[src/rtl/tdm_pkg.sv]
// Shared types for the 4:1 TDM receive link: slot index, frame word and
// receiver lock state.
package tdm_pkg;

  typedef logic [1:0] slot_t;
  typedef logic [3:0] word_t;

  localparam slot_t SLOT_LAST = 2'd3;

  typedef enum logic {
    HUNT,
    LOCK
  } state_t;

  function automatic slot_t next_slot(input slot_t s);
    return (s == SLOT_LAST) ? slot_t'(0) : slot_t'(s + slot_t'(1));
  endfunction

endpackage

[src/rtl/tdm_out_buf.sv]
// Single-entry valid/ready holding register for received frame words.
// A load accepted while the entry is full and not draining is dropped.
module tdm_out_buf
  import tdm_pkg::*;
(
  input  logic  clk,
  input  logic  rst,
  input  logic  load,
  input  word_t word,
  input  logic  q_ready,
  output word_t q,
  output logic  q_valid,
  output logic  drop
);

  logic take;

  assign take = load & (~q_valid | q_ready);
  assign drop = load & q_valid & ~q_ready;

  always_ff @(posedge clk) begin
    if (rst) begin
      q       <= '0;
      q_valid <= 1'b0;
    end else if (take) begin
      q       <= word;
      q_valid <= 1'b1;
    end else if (q_valid && q_ready) begin
      q_valid <= 1'b0;
    end
  end

endmodule

[src/rtl/tdm_demux4.sv]
// Receive end of the 4:1 inverting-mux TDM link: drives the slot selects,
// captures the serial bit per slot and rebuilds 4-bit frames.
module tdm_demux4
  import tdm_pkg::*;
#(
  parameter bit DATA_INV = 1'b1,
  parameter bit REQ_SYNC = 1'b1
) (
  input  logic       clk,
  input  logic       rst,
  input  logic       en,
  input  logic       sync,
  input  logic       d,
  output logic       s0,
  output logic       s1,
  output logic       locked,
  output logic [3:0] q,
  output logic       q_valid,
  input  logic       q_ready,
  output logic       err,
  output logic       ovf
);

  state_t      state;
  slot_t       slot;
  logic [2:0]  asm_q;
  logic        cap_bit;
  logic        mid_sync;
  logic        word_done;
  word_t       done_word;
  logic        drop;

  assign cap_bit = d ^ DATA_INV;
  assign s0      = slot[0];
  assign s1      = slot[1];
  assign locked  = (state == LOCK);

  // A mid-frame resync wins over a slot-3 completion in the same cycle.
  always_comb begin
    mid_sync  = 1'b0;
    word_done = 1'b0;
    done_word = {cap_bit, asm_q};
    if (en && state == LOCK) begin
      mid_sync  = sync && (slot != slot_t'(0));
      word_done = !mid_sync && (slot == SLOT_LAST);
    end
  end

  always_ff @(posedge clk) begin
    if (rst) begin
      state <= REQ_SYNC ? HUNT : LOCK;
      slot  <= '0;
      asm_q <= '0;
      err   <= 1'b0;
      ovf   <= 1'b0;
    end else begin
      err <= 1'b0;
      ovf <= drop;
      if (en) begin
        case (state)
          HUNT: begin
            if (sync) begin
              state <= LOCK;
              asm_q <= {2'b00, cap_bit};
              slot  <= slot_t'(1);
            end
          end
          LOCK: begin
            if (mid_sync) begin
              err   <= 1'b1;
              asm_q <= {2'b00, cap_bit};
              slot  <= slot_t'(1);
            end else begin
              case (slot)
                2'd0:    asm_q[0] <= cap_bit;
                2'd1:    asm_q[1] <= cap_bit;
                2'd2:    asm_q[2] <= cap_bit;
                default: ;
              endcase
              slot <= next_slot(slot);
            end
          end
          default: state <= HUNT;
        endcase
      end
    end
  end

  tdm_out_buf u_out_buf (
    .clk     (clk),
    .rst     (rst),
    .load    (word_done),
    .word    (done_word),
    .q_ready (q_ready),
    .q       (q),
    .q_valid (q_valid),
    .drop    (drop)
  );

endmodule

[config.mk]
export PLATFORM = sky130hd
export DESIGN_NAME = tdm_demux4
export DESIGN_NICKNAME = d
export VERILOG_FILES = /design/src/rtl/tdm_pkg.sv /design/src/rtl/tdm_out_buf.sv /design/src/rtl/tdm_demux4.sv
export SDC_FILE = /design/constraint.sdc
export NUM_CORES = 1
export LEC_CHECK = 0
export ABC_AREA = 1
export BUFFER_PORTS_ARGS = -buffer_cell sky130_fd_sc_hd__buf_4
export CAP_MARGIN = 20
export CORE_MARGIN = 10
export CORE_UTILIZATION = 39
export CTS_CLUSTER_DIAMETER = 200
export CTS_CLUSTER_SIZE = 20
export DETAILED_ROUTE_END_ITERATION = 12
export MAX_ROUTING_LAYER = met4
export PLACE_DENSITY = 0.71
export SLEW_MARGIN = 20
export SYNTH_ARGS = -nofsm -noshare
export SYNTH_HDL_FRONTEND = slang
export SYNTH_SLANG_ARGS = --single-unit
[constraint.sdc]
create_clock -name clk -period 1.32 [get_ports clk]
set_input_delay 0.396 -clock clk [delete_from_list [all_inputs] [get_ports clk]]
set_output_delay 0.396 -clock clk [all_outputs]
set_load 0.02 [all_outputs]
==> impl_table.tex <==
\begin{tabular}{lr}
\hline
Metric & Value \\
\hline
\multicolumn{2}{l}{\textbf{Run status}} \\
Result of the run & finished, final reports clean \\
\multicolumn{2}{l}{\textbf{Cells and area}} \\
Number of nets in the layout & 107 \\
Diodes inserted & 0 \\
Area Growth Syn to Fin & 31.3\% \\
Count of non-filler cells in the finished layout & 112 \\
Utilization of the core after routing & 53.5\% \\
Fraction of layout cells with a size suffix above 1 & 33.3\% \\
Final-layout fill cell count & 163 \\
\multicolumn{2}{l}{\textbf{Timing}} \\
Max Fclk & 820 MHz \\
Clock Skews & 0.00912 ns \\
Count of final hold-check violations & 0 \\
Share of the cycle needed by the critical path after routing & 92.3\% \\
Setup repair after global routing missed its margin & false \\
Final number of max-transition violations & 0 \\
Measured slew at the worst slew-check pin & 0.254 ns \\
Final setup violating endpoints & 0 \\
Worst relative slew slack & 83.1\% \\
Time the worst path needs with I/O delays and setup & 1.22 ns \\
Post-route setup TNS & 0 ns \\
\multicolumn{2}{l}{\textbf{Setup path}} \\
Destination of the critical timing path & asm\_q[2] \\
Buffers plus inverters on the worst setup path & 1 \\
Start-to-end type of the worst setup path & register to register \\
Startpoint types & register \\
Logic depth of the worst path, buffers included & 8 \\
RR Endpoint & asm\_q[2] \\
Cell class contributing the biggest share of worst-path delay & simple AND/OR/NAND/NOR gates \\
Data arrival at the endpoint of the critical path & 1.38 ns \\
Chain of cells forming the critical path & inv\_2, ha\_4, nor2\_4, nand2\_4, nand3\_1, nand3\_1, nand2\_1, nor2\_1 \\
Type of element capturing the critical path & register \\
Critical Path Most Common Cell & sky130\_fd\_sc\_hd\_\_nand3\_1 \\
Source of the worst register-to-register timing path & slot[0] \\
Critical Path Slowest Stage Cell & sky130\_fd\_sc\_hd\_\_dfxtp\_4 \\
Reg-to-reg setup timing slack & 0.10 ns \\
Worst-case reg-to-reg path depth & 8 \\
Worst-path fanout max & 5 \\
Worst setup path startpoint & slot[0] \\
Crit path required time & 1.48 ns \\
Largest stage delay, worst path & 0.38 ns \\
\multicolumn{2}{l}{\textbf{Route}} \\
Total number of vias & 519 \\
Initial drt markers & 1 \\
DRC Markers & 0 \\
Via density per instance & 4.63 \\
Routed wire length & 1.27 mm \\
Antenna-violating nets left & 0 \\
Detailed-route wire length per cell & 11.4 um \\
Initial DRT Pass Iterations & 2 \\
\multicolumn{2}{l}{\textbf{Power and ir drop}} \\
Total design power & 0.801 mW \\
Power density over the cells & 1020 mW/mm2 \\
Leakage power total & 0.368 nW \\
Maximum vdd drop & 0.000422 V \\
\multicolumn{2}{l}{\textbf{CTS}} \\
Clk Tree Root Cell & sky130\_fd\_sc\_hd\_\_clkbuf\_4 \\
Number of CTS-inserted buffers & 3 \\
Deepest level of the CTS H-tree & 1 \\
Sinks on the clock net & 13 \\
Setup bufs post-CTS & 0 \\
Clock slew at reported path FFs & 0.08 ns \\
Maximum count of clock buffers along a single path & 2 \\
Clock latency on the worst-skew pair & 0.27 ns \\
Clock tree from TritonCTS & done \\
\multicolumn{2}{l}{\textbf{Flow run}} \\
Max-cap violation count & 0 \\
\multicolumn{2}{l}{\textbf{Worst hold path}} \\
Tightest Hold Check Type & primary input to register \\
Source of the worst hold timing path & rst \\
\multicolumn{2}{l}{\textbf{Synthesis}} \\
Avg Synthesized Cell Area & 7.78 um2 \\
Post-synthesis sequential area ratio & 43.4\% \\
Gate count after technology mapping & 77 \\
Synth Warn \# & 0 \\
Post-synthesis cell type count & 18 \\
Flip-flop and latch count after synthesis & 13 \\
Net count after synthesis & 87 \\
Cell area after synthesis & 599 um2 \\
\multicolumn{2}{l}{\textbf{Placed design}} \\
Port buffer count & 15 \\
GP Congestion & 0.774 \\
Placed wire-length estimate & 996 um \\
DP Cell Count & 108 \\
\multicolumn{2}{l}{\textbf{GRT}} \\
Wire length of the first global-routing pass & 2.13 mm \\
Vias in the first global route & 493 \\
Grt ovf & 0 \\
Maximum number of pins on one net before global-route repair & 10 \\
Number of antenna violations at the first check in global routing & 0 \\
GRT Overall Usage & 8.02\% \\
\multicolumn{2}{l}{\textbf{Die}} \\
DIE AREA & 0.00350 mm2 \\
Die H & 59.2 um \\
Core Rows & 14 \\
Top-level I/O count & 16 \\
Core Region & 0.00147 mm2 \\
Die X-Extent & 59.2 um \\
Effective utilization at floorplan & 40.7\% \\
\hline
\end{tabular}
[sequential cells by signal, indices dropped and copies added, names as in the netlist]
| register | flops |
|---|---|
| u_out_buf.q_valid | 1 |
| err | 1 |
| u_out_buf.q | 4 |
| locked | 1 |
| ovf | 1 |
| slot | 2 |
| asm_q | 3 |
[area by class of cell]
cell class | count | area, um2 | share of cell area, %
clock buffer | 4 | 26.3 | 3.34
inverter | 13 | 51.3 | 6.52
multi-input combinational | 51 | 308 | 39.1
sequential | 13 | 269 | 34.2
tap | 16 | 20.0 | 2.54
timing repair buffer | 15 | 113 | 14.3
[through the flow]
stage	cell area, um2	hold WS (ns)	setup slack [ns]
final	787	0.307	0.101
after global placement	734	0.468	0.0537
after global routing	787	0.307	0.0128
after CTS	768	0.302	0.0198
after floorplan	602	0.446	0.0292
after detailed placement	734	0.474	0.00818
[report_power, final]
part           switching, mW  leakage (nW)  internal, mW
combinational         0.0777         0.245        0.0566
sequential            0.0153         0.108         0.409
clock                  0.125        0.0150         0.117
total                  0.218         0.368         0.582
[repair_timing]
action | CTS | global route
hold buffers | 0 | 0
gates resized for setup | 2 | 11
cloned | 0 | 0
endpoints found under the setup margin | 4 | 7
pin swaps | 0 | 1
[layout by cell type (no fill, tap or decap)]
cell type and n:
sky130_fd_sc_hd__buf_4 15, sky130_fd_sc_hd__nor2_1 11, sky130_fd_sc_hd__dfxtp_1 10, sky130_fd_sc_hd__inv_1 9, sky130_fd_sc_hd__nand2_1 9, sky130_fd_sc_hd__a21oi_1 7, sky130_fd_sc_hd__o21ai_1 6, sky130_fd_sc_hd__nand3_1 5
sky130_fd_sc_hd__inv_2 3, sky130_fd_sc_hd__ha_1 3, sky130_fd_sc_hd__clkbuf_4 3, sky130_fd_sc_hd__nor2_4 2, sky130_fd_sc_hd__dfxtp_4 2, sky130_fd_sc_hd__nand2_2 1, sky130_fd_sc_hd__inv_4 1, sky130_fd_sc_hd__nand3_4 1
sky130_fd_sc_hd__a31oi_1 1, sky130_fd_sc_hd__nor3_1 1, sky130_fd_sc_hd__o21ai_0 1, sky130_fd_sc_hd__nand2_4 1, sky130_fd_sc_hd__nor2_2 1, sky130_fd_sc_hd__ha_4 1, sky130_fd_sc_hd__clkbuf_1 1, sky130_fd_sc_hd__dfxtp_2 1
[synth_stat cells]
| library cell | count | area share [%] |
|---|---|---|
| sky130_fd_sc_hd__nand2_2 | 1 | 1.0 |
| sky130_fd_sc_hd__nand3_1 | 5 | 4.2 |
| sky130_fd_sc_hd__nand2_4 | 1 | 1.9 |
| sky130_fd_sc_hd__nand3_4 | 1 | 2.9 |
| sky130_fd_sc_hd__nor2_4 | 1 | 1.9 |
| sky130_fd_sc_hd__nor2_2 | 1 | 1.0 |
| sky130_fd_sc_hd__a21oi_1 | 7 | 5.8 |
| sky130_fd_sc_hd__ha_1 | 4 | 8.4 |
| sky130_fd_sc_hd__nor2_1 | 12 | 7.5 |
| sky130_fd_sc_hd__inv_2 | 1 | 0.63 |
| sky130_fd_sc_hd__inv_4 | 1 | 1.0 |
| sky130_fd_sc_hd__o21ai_0 | 5 | 4.2 |
| sky130_fd_sc_hd__inv_1 | 11 | 6.9 |
| sky130_fd_sc_hd__nand2_1 | 9 | 5.6 |
| sky130_fd_sc_hd__dfxtp_1 | 13 | 43 |
| sky130_fd_sc_hd__nor3_1 | 1 | 0.83 |
| sky130_fd_sc_hd__o21ai_1 | 2 | 1.7 |
| sky130_fd_sc_hd__a31oi_1 | 1 | 1.0 |
[how the worst min path moves through the flow]
stage / endpoint / slack [ns] / cells past startpoint
after floorplan: asm_q[1] / 0.45 / 2
after global placement: u_out_buf.q[3] / 0.47 / 2
after detailed placement: u_out_buf.q[3] / 0.47 / 2
after CTS: asm_q[0] / 0.30 / 2
after global routing: asm_q[0] / 0.31 / 2
final: u_out_buf.q_valid / 0.31 / 2
[cells by family after synthesis]
kind of cell    count (synthesis)  synth area share, %
compound gates                 15                 12.7
fa+ha+maj                       4                 8.35
buf+inv                        13                 8.56
flops                          13                 43.4
simple gates                   32                 26.9
[layer usage]
| layer | part of all wire [%] | vias up | global-route usage [%] |
|---|---|---|---|
| li1 | - | 282 | - |
| met1 | 43 | 221 | 8.37 |
| met2 | 49 | 14 | 12.2 |
| met3 | 6.8 | 2 | 4.08 |
| met4 | 0.79 | 0 | 3.93 |
| met5 | 0 | - | - |
(Power assumes the default switching activity.)
